$ cat src/rtl/updown_counter.sv
// Parameterised up/down counter with modulo or saturating bounds.
// It provides a terminal-count flag, a one-cycle event pulse and a sticky overflow flag.
module updown_counter #(
    parameter int unsigned     WIDTH    = 8,
    parameter longint unsigned MAX_VAL  = (64'd1 << WIDTH) - 64'd1,
    parameter bit              SATURATE = 1'b0
) (
    input  logic             clk,
    input  logic             rstn,
    input  logic             en,
    input  logic             up,
    input  logic [WIDTH-1:0] step,
    input  logic             clr,
    input  logic             load,
    input  logic [WIDTH-1:0] load_val,
    output logic [WIDTH-1:0] count_out,
    output logic             tc,
    output logic             wrap_pulse,
    output logic             ovf_sticky
);

    localparam int unsigned      W1    = WIDTH + 1;
    localparam logic [W1-1:0]    MAX_E = W1'(MAX_VAL);
    localparam logic [W1-1:0]    MOD_E = MAX_E + W1'(1);
    localparam logic [WIDTH-1:0] MAX_W = WIDTH'(MAX_VAL);

    logic [W1-1:0]    cnt_e;
    logic [W1-1:0]    step_e;
    logic [W1-1:0]    s_eff;
    logic [W1-1:0]    lv_e;
    logic [W1-1:0]    lv_eff;
    logic [W1-1:0]    sum_e;
    logic [W1-1:0]    diff_e;
    logic             ovf;
    logic             unf;
    logic [WIDTH-1:0] count_nxt;
    logic             wrap_nxt;
    logic             sticky_nxt;

    // Widened arithmetic so bound comparisons never see a truncated sum
    always_comb begin
        cnt_e  = {1'b0, count_out};
        step_e = {1'b0, step};
        lv_e   = {1'b0, load_val};
        s_eff  = (step_e > MAX_E) ? MAX_E : step_e;
        lv_eff = (lv_e > MAX_E) ? MAX_E : lv_e;
        sum_e  = cnt_e + s_eff;
        ovf    = (sum_e > MAX_E);
        unf    = (s_eff > cnt_e);
        diff_e = unf ? (cnt_e + MOD_E - s_eff) : (cnt_e - s_eff);
    end

    // Priority clr > load > en
    always_comb begin
        count_nxt  = count_out;
        wrap_nxt   = 1'b0;
        sticky_nxt = ovf_sticky;
        if (clr) begin
            count_nxt  = '0;
            sticky_nxt = 1'b0;
        end else if (load) begin
            count_nxt = WIDTH'(lv_eff);
        end else if (en) begin
            if (up) begin
                if (ovf) begin
                    wrap_nxt  = 1'b1;
                    count_nxt = SATURATE ? MAX_W : WIDTH'(sum_e - MOD_E);
                end else begin
                    count_nxt = WIDTH'(sum_e);
                end
            end else begin
                if (unf) begin
                    wrap_nxt  = 1'b1;
                    count_nxt = SATURATE ? '0 : WIDTH'(diff_e);
                end else begin
                    count_nxt = WIDTH'(diff_e);
                end
            end
            sticky_nxt = ovf_sticky | wrap_nxt;
        end
    end

    always_ff @(posedge clk) begin
        if (!rstn) begin
            count_out  <= '0;
            wrap_pulse <= 1'b0;
            ovf_sticky <= 1'b0;
        end else begin
            count_out  <= count_nxt;
            wrap_pulse <= wrap_nxt;
            ovf_sticky <= sticky_nxt;
        end
    end

    // Terminal count follows the live direction input with no register stage
    assign tc = up ? (count_out == MAX_W) : (count_out == '0);

endmodule

$ cat config.mk
export PLATFORM = sky130hd
export DESIGN_NAME = updown_counter
export DESIGN_NICKNAME = d
export VERILOG_FILES = /design/src/rtl/updown_counter.sv
export SDC_FILE = /design/constraint.sdc
export NUM_CORES = 1
export LEC_CHECK = 0
export CAP_MARGIN = 20
export CORE_ASPECT_RATIO = 1.5
export CORE_MARGIN = 5
export CORE_UTILIZATION = 45
export CTS_BUF_LIST = sky130_fd_sc_hd__clkbuf_4 sky130_fd_sc_hd__clkbuf_8
export CTS_CLUSTER_SIZE = 10
export DETAILED_ROUTE_END_ITERATION = 12
export GPL_ROUTABILITY_DRIVEN = 0
export HOLD_SLACK_MARGIN = 0.1
export MAX_ROUTING_LAYER = met4
export PLACE_DENSITY = 0.82
export SLEW_MARGIN = 20
export SYNTH_ARGS = -nofsm -noshare
export SYNTH_HDL_FRONTEND = slang
export SYNTH_SLANG_ARGS = --single-unit
$ cat constraint.sdc
create_clock -name clk -period 2 [get_ports clk]
set_clock_uncertainty 0.2 [all_clocks]
set_input_delay 0.4 -clock clk [delete_from_list [all_inputs] [get_ports clk]]
set_output_delay 0.4 -clock clk [all_outputs]
set_load 0.02 [all_outputs]
==> results of run 1 <==
synthesized netlist by cell type (all sizes together) (2+ instances only):
cell | number | share of area
a211oi | 5 | 0.034
a21o | 4 | 0.024
a21oi | 8 | 0.032
a31oi | 4 | 0.020
and3 | 4 | 0.020
buf | 5 | 0.023
dfxtp | 10 | 0.16
fa | 2 | 0.032
ha | 16 | 0.16
inv | 19 | 0.057
mux2i | 2 | 0.016
nand2 | 8 | 0.024
nand2b | 5 | 0.025
nand3 | 6 | 0.024
nand3b | 2 | 0.012
nand4 | 2 | 0.0099
nor2 | 19 | 0.057
nor2b | 3 | 0.015
nor3 | 5 | 0.020
nor3b | 2 | 0.012
o2111ai | 4 | 0.028
o211ai | 4 | 0.024
o21a | 2 | 0.012
o21ai | 7 | 0.031
or3 | 2 | 0.0099
or4b | 2 | 0.016
per-stage QoR:
stage	cell area [µm²]	hold WS, ps	TNS [ps]	setup WS [ps]	utilization
detailed placement	1900	278	-5010	-639	0.712
floorplan	1280	337	-1.42	-1.42	-
CTS	2110	289	-97.4	-41.3	0.787
global placement	1900	278	-4480	-565	0.712
finish	2180	291	-164	-55.1	0.813
global route	2180	325	-510	-117	0.813
power breakdown:
| part | total [W] | switching, W | internal (W) |
|---|---|---|---|
| Combinational | 0.000433 | 0.000209 | 0.000224 |
| Sequential | 0.000225 | 0.0000147 | 0.000210 |
| Clock | 0.000235 | 0.0000821 | 0.000153 |
| Total | 0.000894 | 0.000306 | 0.000588 |
worst paths after layout:
check	depth (start not counted)	slack [ps]	endpoint
worst max-delay path	9	-60	count_out[6]$_SDFFE_PP0P_
worst min-delay path	1	290	ovf_sticky$_SDFFE_PP0P_
worst max register to register	9	-40	count_out[6]$_SDFFE_PP0P_
worst min register to register	1	290	ovf_sticky$_SDFFE_PP0P_
cell families (layout without fill, tap and decap cells):
group                      count (synthesis)  in the layout
AOI/OAI and AO/OA                         47             47
xor gates and xnor gates                   2              2
buffers and inverters                     25            104
DFF                                       10             10
muxes                                      2              2
and+or+nand+nor                           64             64
adders and majority gates                 18             18
registers in the layout, summed over array words and instances (netlist names):
name	flops
count_out	8
ovf_sticky	1
wrap_pulse	1
cells in the final DEF, fill, tap and decap left out, drive strengths merged, types with 2 or more instances in the layout:
cell	synthesis	final
nand2b	5	5
dfxtp	10	10
nor3	5	5
or4b	2	2
clkdlybuf4s50	0	21
nor3b	2	2
o211ai	4	4
a21o	4	4
dlymetal6s2s	0	3
nand4	2	2
and3	4	4
o21ai	7	7
clkbuf	1	6
o2111ai	4	4
nor2	19	19
a31oi	4	4
nor2b	3	3
buf	5	51
mux2i	2	2
dlygate4sd2	0	2
a21oi	8	8
clkdlybuf4s15	0	2
inv	19	19
nand2	8	8
o21a	2	2
nand3b	2	2
or3	2	2
a211oi	5	5
nand3	6	6
fa	2	2
ha	16	16
layer usage:
layer / global-route usage / vias to the layer above
li1: - / 771
met1: 0.259 / 791
met2: 0.470 / 107
met3: 0.0337 / 36
met4: 0.182 / 0
met5: - / -
worst max-delay path: stages:
cell and delay, ps:
sky130_fd_sc_hd__clkdlybuf4s15_2 210, sky130_fd_sc_hd__ha_2 210, sky130_fd_sc_hd__fa_2 340, sky130_fd_sc_hd__nand2b_1 80
sky130_fd_sc_hd__a21o_1 180, sky130_fd_sc_hd__buf_4 130, sky130_fd_sc_hd__a211oi_1 60, sky130_fd_sc_hd__o221ai_1 210
sky130_fd_sc_hd__nand3_2 140
area by class of cell:
type,count,share of cell area
multi-input cells,133,0.515
repair buffers,81,0.311
flip-flops and latches,10,0.0960
inverters,19,0.0339
clock buffers,4,0.0224
well taps,37,0.0213
what timing repair did:
action,CTS,global route
endpoints found under the setup margin,11,9
setup buffers,9,3
gates cloned,0,0
pin swaps,15,13
resized for setup,40,22
endpoints found under the hold margin,0,0
==> summary.md, run 1 <==
| Metric | Value |
|---|---|
| Run status | `finished with violations` |
| Violated checks | `negative setup slack` |
| Final wirelength | `between 5000 and 6000 µm` |
| Tcrit/Tclk final | `1.03` |
| Part of the Yosys area used for sequential elements | `0.159` |
| Max-cap violation count | `0` |
| Number of placement rows | `23` |
| Root cell of the clock tree | `sky130_fd_sc_hd__clkbuf_8` |
| Mean number of vias per cell | `approximately 6.0` |
| Power density of the placed cells | `411 nW/µm²` |
| Area taken by flip-flops and latches | `209 µm²` |
| Max-slew headroom | `0.706` |
| Core Region | `2680 µm²` |
| Starting utilization of the core area | `0.470` |
| Complex-gate fraction of the synthesized area | `0.269` |
| WL met1 | `1670 µm` |
| TritonCTS clock tree | `done` |
| Number of levels the H-tree was split into | `1` |
| Clk pin slew, worst setup/hold paths | `approximately 50 ps` |
| Required time worst endpoint | `1900 ps` |
| Die X-Extent | `about 53 µm` |
| CP Launch Type | `input port` |
| Grt ovf | `0` |
| Met3 routed WL | `302 µm` |
| Total area of multi-input combinational cells | `~1100 µm²` |
| Cell count after synthesis | `168` |
| Total CTS buffers | `3` |
| Post-route insts no fill | `about 280` |
| Number of warnings issued by yosys | `0` |
| Total nets after synthesis | `208` |
| Quantity of hold-fixing buffers added after cts | `0` |
| Number of antenna-violating nets in the routed design | `0` |
| Cell Area, Synth | `1260 µm²` |
| Top fanout value on the critical path | `4` |
| Number of setup violations in the final report | `4` |
| Type of the most critical hold path | `flip-flop to flip-flop` |
| Average wire per cell in the routed design | `between 15 and 20 µm` |
| Synthesized area per cell | `7.48 µm²` |
| Share of flip-flops with an asynchronous set or reset after synthesis | `0` |
| Largest family of logic cells by synthesized area | `compound AO/OA/AOI/OAI gates` |
| Simple-gate area share of the yosys netlist | `0.269` |
| Arithmetic-cell share of the synthesized area counting full adders, half adders and majority gates | `0.191` |
| Placed wire-length estimate | `between 3000 and 4000 µm` |
| RSZ-0062 raised after global routing | `true` |
| Maximum number of pins on one net before global-route repair | `15` |
| Ratio of cells with drive above 1 in the final layout | `0.372` |
| Number of violations reported at the end of detailed-routing iteration 0 | `just under 90` |
| Crit Path Class | `input port to flip-flop` |
| Final routed DRC violation total | `0` |
| Total power | `between 0.0008 and 0.0009 W` |
| Xor and xnor fraction of the mapped netlist area | `0.0139` |
| Largest vdd supply drop | `0.466 mV` |
| Post-synth EDFFs | `0` |
| Count of antenna diodes in the layout | `0` |
| Length of the first detailed-routing pass in iterations | `5` |
| Met2 routed wirelength | `around 2700 µm` |
| #FFs+latches synth | `10` |
| Number of global-route vias before repair | `1764` |
| Highest layer used for signal routing | `met4` |
| Layout overhead on the synthesized area | `73.0%` |
| Routed via count | `1705` |
| Cell count after placement | `269` |
| Leakage dissipation | `roughly 1.0 nW` |
| Worst setup margin | `-55.1 ps` |
| Multiplexer area fraction after synthesis | `0.0159` |
| Count of boundary I/O pins | `33` |
| Predominant post-synthesis flop cell | `sky130_fd_sc_hd__dfxtp_1` |
| Chip height | `74.7 µm` |
| Cell variety after synth | `between 40 and 50` |
| Max-slew violation count | `0` |
| Minimum clock period | `2060 ps` |
| Type of element capturing the critical path | `flip-flop` |
| Overall fraction of global-route tracks in use | `0.264` |
| Total Die Area | `about 4000 µm²` |
| Startpoint of the most critical setup path | `step[0]` |
| Hold path startpoint | `ovf_sticky$_SDFFE_PP0P_` |
| Worst EP arrival | `1960 ps` |
| Hold violation count in the final report | `0` |
| Maximum clock path buffer count | `2` |
| Worst-Skew Late Latency | `roughly 240 ps` |
| Worst-margin pin slew | `about 440 ps` |
| Initial antenna violation count | `0` |
| Global-route wire length before repair | `7700 µm` |
| Maximum clock frequency | `0.487 GHz` |
| Filler Cell Count | `around 170` |
| TritonCTS sink count | `10` |
| IO Port Bufs | `32` |
| Total Nets Final | `~290` |
| RR Startpoint | `count_out[0]$_SDFFE_PP0P_` |
(Power assumes the default switching activity.)
==> run 2: changes to the inputs <==
--- a/config.mk
+++ b/config.mk
@@ -16,6 +16,7 @@
 export HOLD_SLACK_MARGIN = 0.1
 export MAX_ROUTING_LAYER = met4
 export PLACE_DENSITY = 0.82
+export REMOVE_ABC_BUFFERS = 1
 export SLEW_MARGIN = 20
 export SYNTH_ARGS = -nofsm -noshare
 export SYNTH_HDL_FRONTEND = slang
==> summary.md, run 2 (synthesis results as in run 1) <==
| Metric | Value |
|---|---|
| Path depth of the worst reg2reg path | `8 (was 9)` |
| Mean number of vias per cell | `6.29 (was 6.00)` |
| Number of antenna-violating nets in the routed design | `0 (unchanged)` |
| Maximum number of pins on one net before global-route repair | `15 (unchanged)` |
| Hold violation count in the final report | `0 (unchanged)` |
| Top library cells by usage in the layout, fill and taps aside | `51 x sky130_fd_sc_hd__buf_4, 18 x sky130_fd_sc_hd__nor2_1, 18 x sky130_fd_sc_hd__clkdlybuf4s50_1, 13 x sky130_fd_sc_hd__inv_1 (was 48 x sky130_fd_sc_hd__buf_4, 21 x sky130_fd_sc_hd__clkdlybuf4s50_1, 18 x sky130_fd_sc_hd__nor2_1, 13 x sky130_fd_sc_hd__inv_1)` |
| Max-slew violation count | `0 (unchanged)` |
| Worst setup slack for register-to-register paths | `-120 ps (was -40 ps)` |
| TritonCTS clock tree | `done (unchanged)` |
| Top fanout value on the critical path | `2 (was 4)` |
| Total Nets Final | `295 (was 288)` |
| Final routed DRC violation total | `0 (unchanged)` |
| Number of global-route vias before repair | `1988 (was 1764)` |
| Grt ovf | `0 (unchanged)` |
| CP Launch Type | `flip-flop (was input port)` |
| Total CTS buffers | `3 (unchanged)` |
| Worst EP arrival | `2050 ps (was 1960 ps)` |
| Max-cap violation count | `0 (unchanged)` |
| Worst-margin pin slew | `294 ps (was 440 ps)` |
| Worst setup margin | `-119 ps (was -55.1 ps)` |
| Most common cell after layout, fill and taps aside | `sky130_fd_sc_hd__buf_4 (unchanged)` |
| Total power | `0.000920 W (was 0.000894 W)` |
| Crit Path Class | `flip-flop to flip-flop (was input port to flip-flop)` |
| Placed wire-length estimate | `3620 µm (was 3450 µm)` |
| RSZ-0062 raised after global routing | `true (unchanged)` |
| Register with the highest flop count | `count_out (unchanged)` |
| Routed via count | `1823 (was 1705)` |
| Ratio of cells with drive above 1 in the final layout | `0.399 (was 0.372)` |
| Count of antenna diodes in the layout | `0 (unchanged)` |
| Starting utilization of the core area | `0.470 (unchanged)` |
| Post-route core utilization | `0.865 (was 0.813)` |
| Average wire per cell in the routed design | `20.7 µm (was 17.7 µm)` |
| Number of levels the H-tree was split into | `1 (unchanged)` |
| Hold path depth | `1 (unchanged)` |
| Minimum clock period | `2120 ps (was 2060 ps)` |
| Max-slew headroom | `0.804 (was 0.706)` |
| Overall fraction of global-route tracks in use | `0.329 (was 0.264)` |
| Largest vdd supply drop | `0.370 mV (was 0.466 mV)` |
| Number of setup violations in the final report | `8 (was 4)` |
| Violated checks | `negative setup slack (unchanged)` |
| Length of the first detailed-routing pass in iterations | `7 (was 5)` |
| Post-route insts no fill | `290 (was 284)` |
| Number of placement rows | `23 (unchanged)` |
| Die X-Extent | `53.2 µm (unchanged)` |
| IO Port Bufs | `32 (unchanged)` |
| Maximum clock frequency | `0.472 GHz (was 0.487 GHz)` |
| Count of boundary I/O pins | `33 (unchanged)` |
| Largest registers | `count_out: 8 flops, ovf_sticky: 1 flops, wrap_pulse: 1 flops (unchanged)` |
| Filler Cell Count | `150 (was 165)` |
| Total Die Area | `3970 µm² (unchanged)` |
| Fin Hold WS | `301 ps (was 291 ps)` |
| Leakage dissipation | `1.11 nW (was 1.00 nW)` |
| Type of element capturing the critical path | `flip-flop (unchanged)` |
| Root cell of the clock tree | `sky130_fd_sc_hd__clkbuf_8 (unchanged)` |
| Layout overhead on the synthesized area | `84.1% (was 73.0%)` |
| Setup TNS | `-654 ps (was -164 ps)` |
| Max FFs per register | `8 (unchanged)` |
| Required time worst endpoint | `1930 ps (was 1900 ps)` |
| Initial antenna violation count | `0 (unchanged)` |
| Cell count after placement | `273 (was 269)` |
| Clk pin slew, worst setup/hold paths | `50 ps (about the same)` |
| TritonCTS sink count | `10 (unchanged)` |
| Type of the most critical hold path | `flip-flop to flip-flop (unchanged)` |
| Power density of the placed cells | `397 nW/µm² (was 411 nW/µm²)` |
| Chip height | `74.7 µm (unchanged)` |
| Final wirelength | `6010 µm (was 5040 µm)` |
| Run status | `finished with violations (unchanged)` |
| Quantity of hold-fixing buffers added after cts | `0 (unchanged)` |
| Global-route wire length before repair | `9230 µm (was 7700 µm)` |
| Core Region | `2680 µm² (unchanged)` |
| Worst-Skew Late Latency | `230 ps (was 240 ps)` |
| Maximum clock path buffer count | `2 (unchanged)` |
| Tcrit/Tclk final | `1.06 (was 1.03)` |
| Number of violations reported at the end of detailed-routing iteration 0 | `89 (was 87)` |
-- run 2: cell types whose count changed in the layout (fill, tap and decap cells not counted), sizes merged --
| cell | change |
|---|---|
| dlygate4sd2 | +1 |
| clkdlybuf4s15 | +1 |
| dlymetal6s2s | +3 |
| clkdlybuf4s50 | -3 |
| clkbuf | -3 |
| buf | +7 |
-- run 2: path summary, 6_finish.rpt --
| kind | end | startpoint |
|---|---|---|
| setup reg to reg | ovf_sticky$_SDFFE_PP0P_ | count_out[0]$_SDFFE_PP0P_ |
| hold reg to reg | ovf_sticky$_SDFFE_PP0P_ | ovf_sticky$_SDFFE_PP0P_ |
| setup / recovery | ovf_sticky$_SDFFE_PP0P_ | count_out[0]$_SDFFE_PP0P_ |
| hold / removal | ovf_sticky$_SDFFE_PP0P_ | ovf_sticky$_SDFFE_PP0P_ |
-- run 2: report_power, final --
part / switching (W) / leakage [nW] / internal (W)
registers: 0.0000142 / 0.0841 / 0.000210
logic: 0.000236 / 1.00 / 0.000248
clock network: 0.0000794 / 0.0216 / 0.000132
total: 0.000329 / 1.11 / 0.000591
-- run 2: timing repair --
action	4_1_cts	5_1_grt
gates cloned	0	0
pin swaps	20	15
resized for setup	61	19
endpoints found under the setup margin	12	12
setup buffers	12	3
-- run 2: per-stage QoR --
stage                     setup WS [ps]  cell area [µm²]
after global routing               -166             2310
after floorplan                    -181             1220
final                              -119             2310
after global placement             -597             1910
after CTS                         -54.9             2210
after detailed placement           -759             1910
-- run 2: per-layer routing --
metal,GRT usage,up-vias,wire [µm]
li1,-,785,-
met4,0.261,0,517
met3,0.0733,56,464
met1,0.287,848,1850
met5,-,-,0
met2,0.588,134,3180
-- run 2: worst max-delay path, stage by stage (launching register included) --
cell and delay, ps:
sky130_fd_sc_hd__dfxtp_2 340, sky130_fd_sc_hd__inv_2 50, sky130_fd_sc_hd__ha_4 160, sky130_fd_sc_hd__fa_2 420, sky130_fd_sc_hd__nor2b_4 160, sky130_fd_sc_hd__o21ba_4 170
sky130_fd_sc_hd__o21a_1 150, sky130_fd_sc_hd__o22ai_2 100, sky130_fd_sc_hd__a32o_1 260
-- run 2: final cells by class --
cell class / instances / area, µm² / share of cell area
Clock buffer: 3 / 41.3 / 0.0178
Sequential cell: 10 / 209 / 0.0903
Tap cell: 37 / 46.3 / 0.0200
Timing Repair Buffer: 88 / 767 / 0.331
Multi-Input combinational cell: 133 / 1180 / 0.509
Inverter: 19 / 73.8 / 0.0319
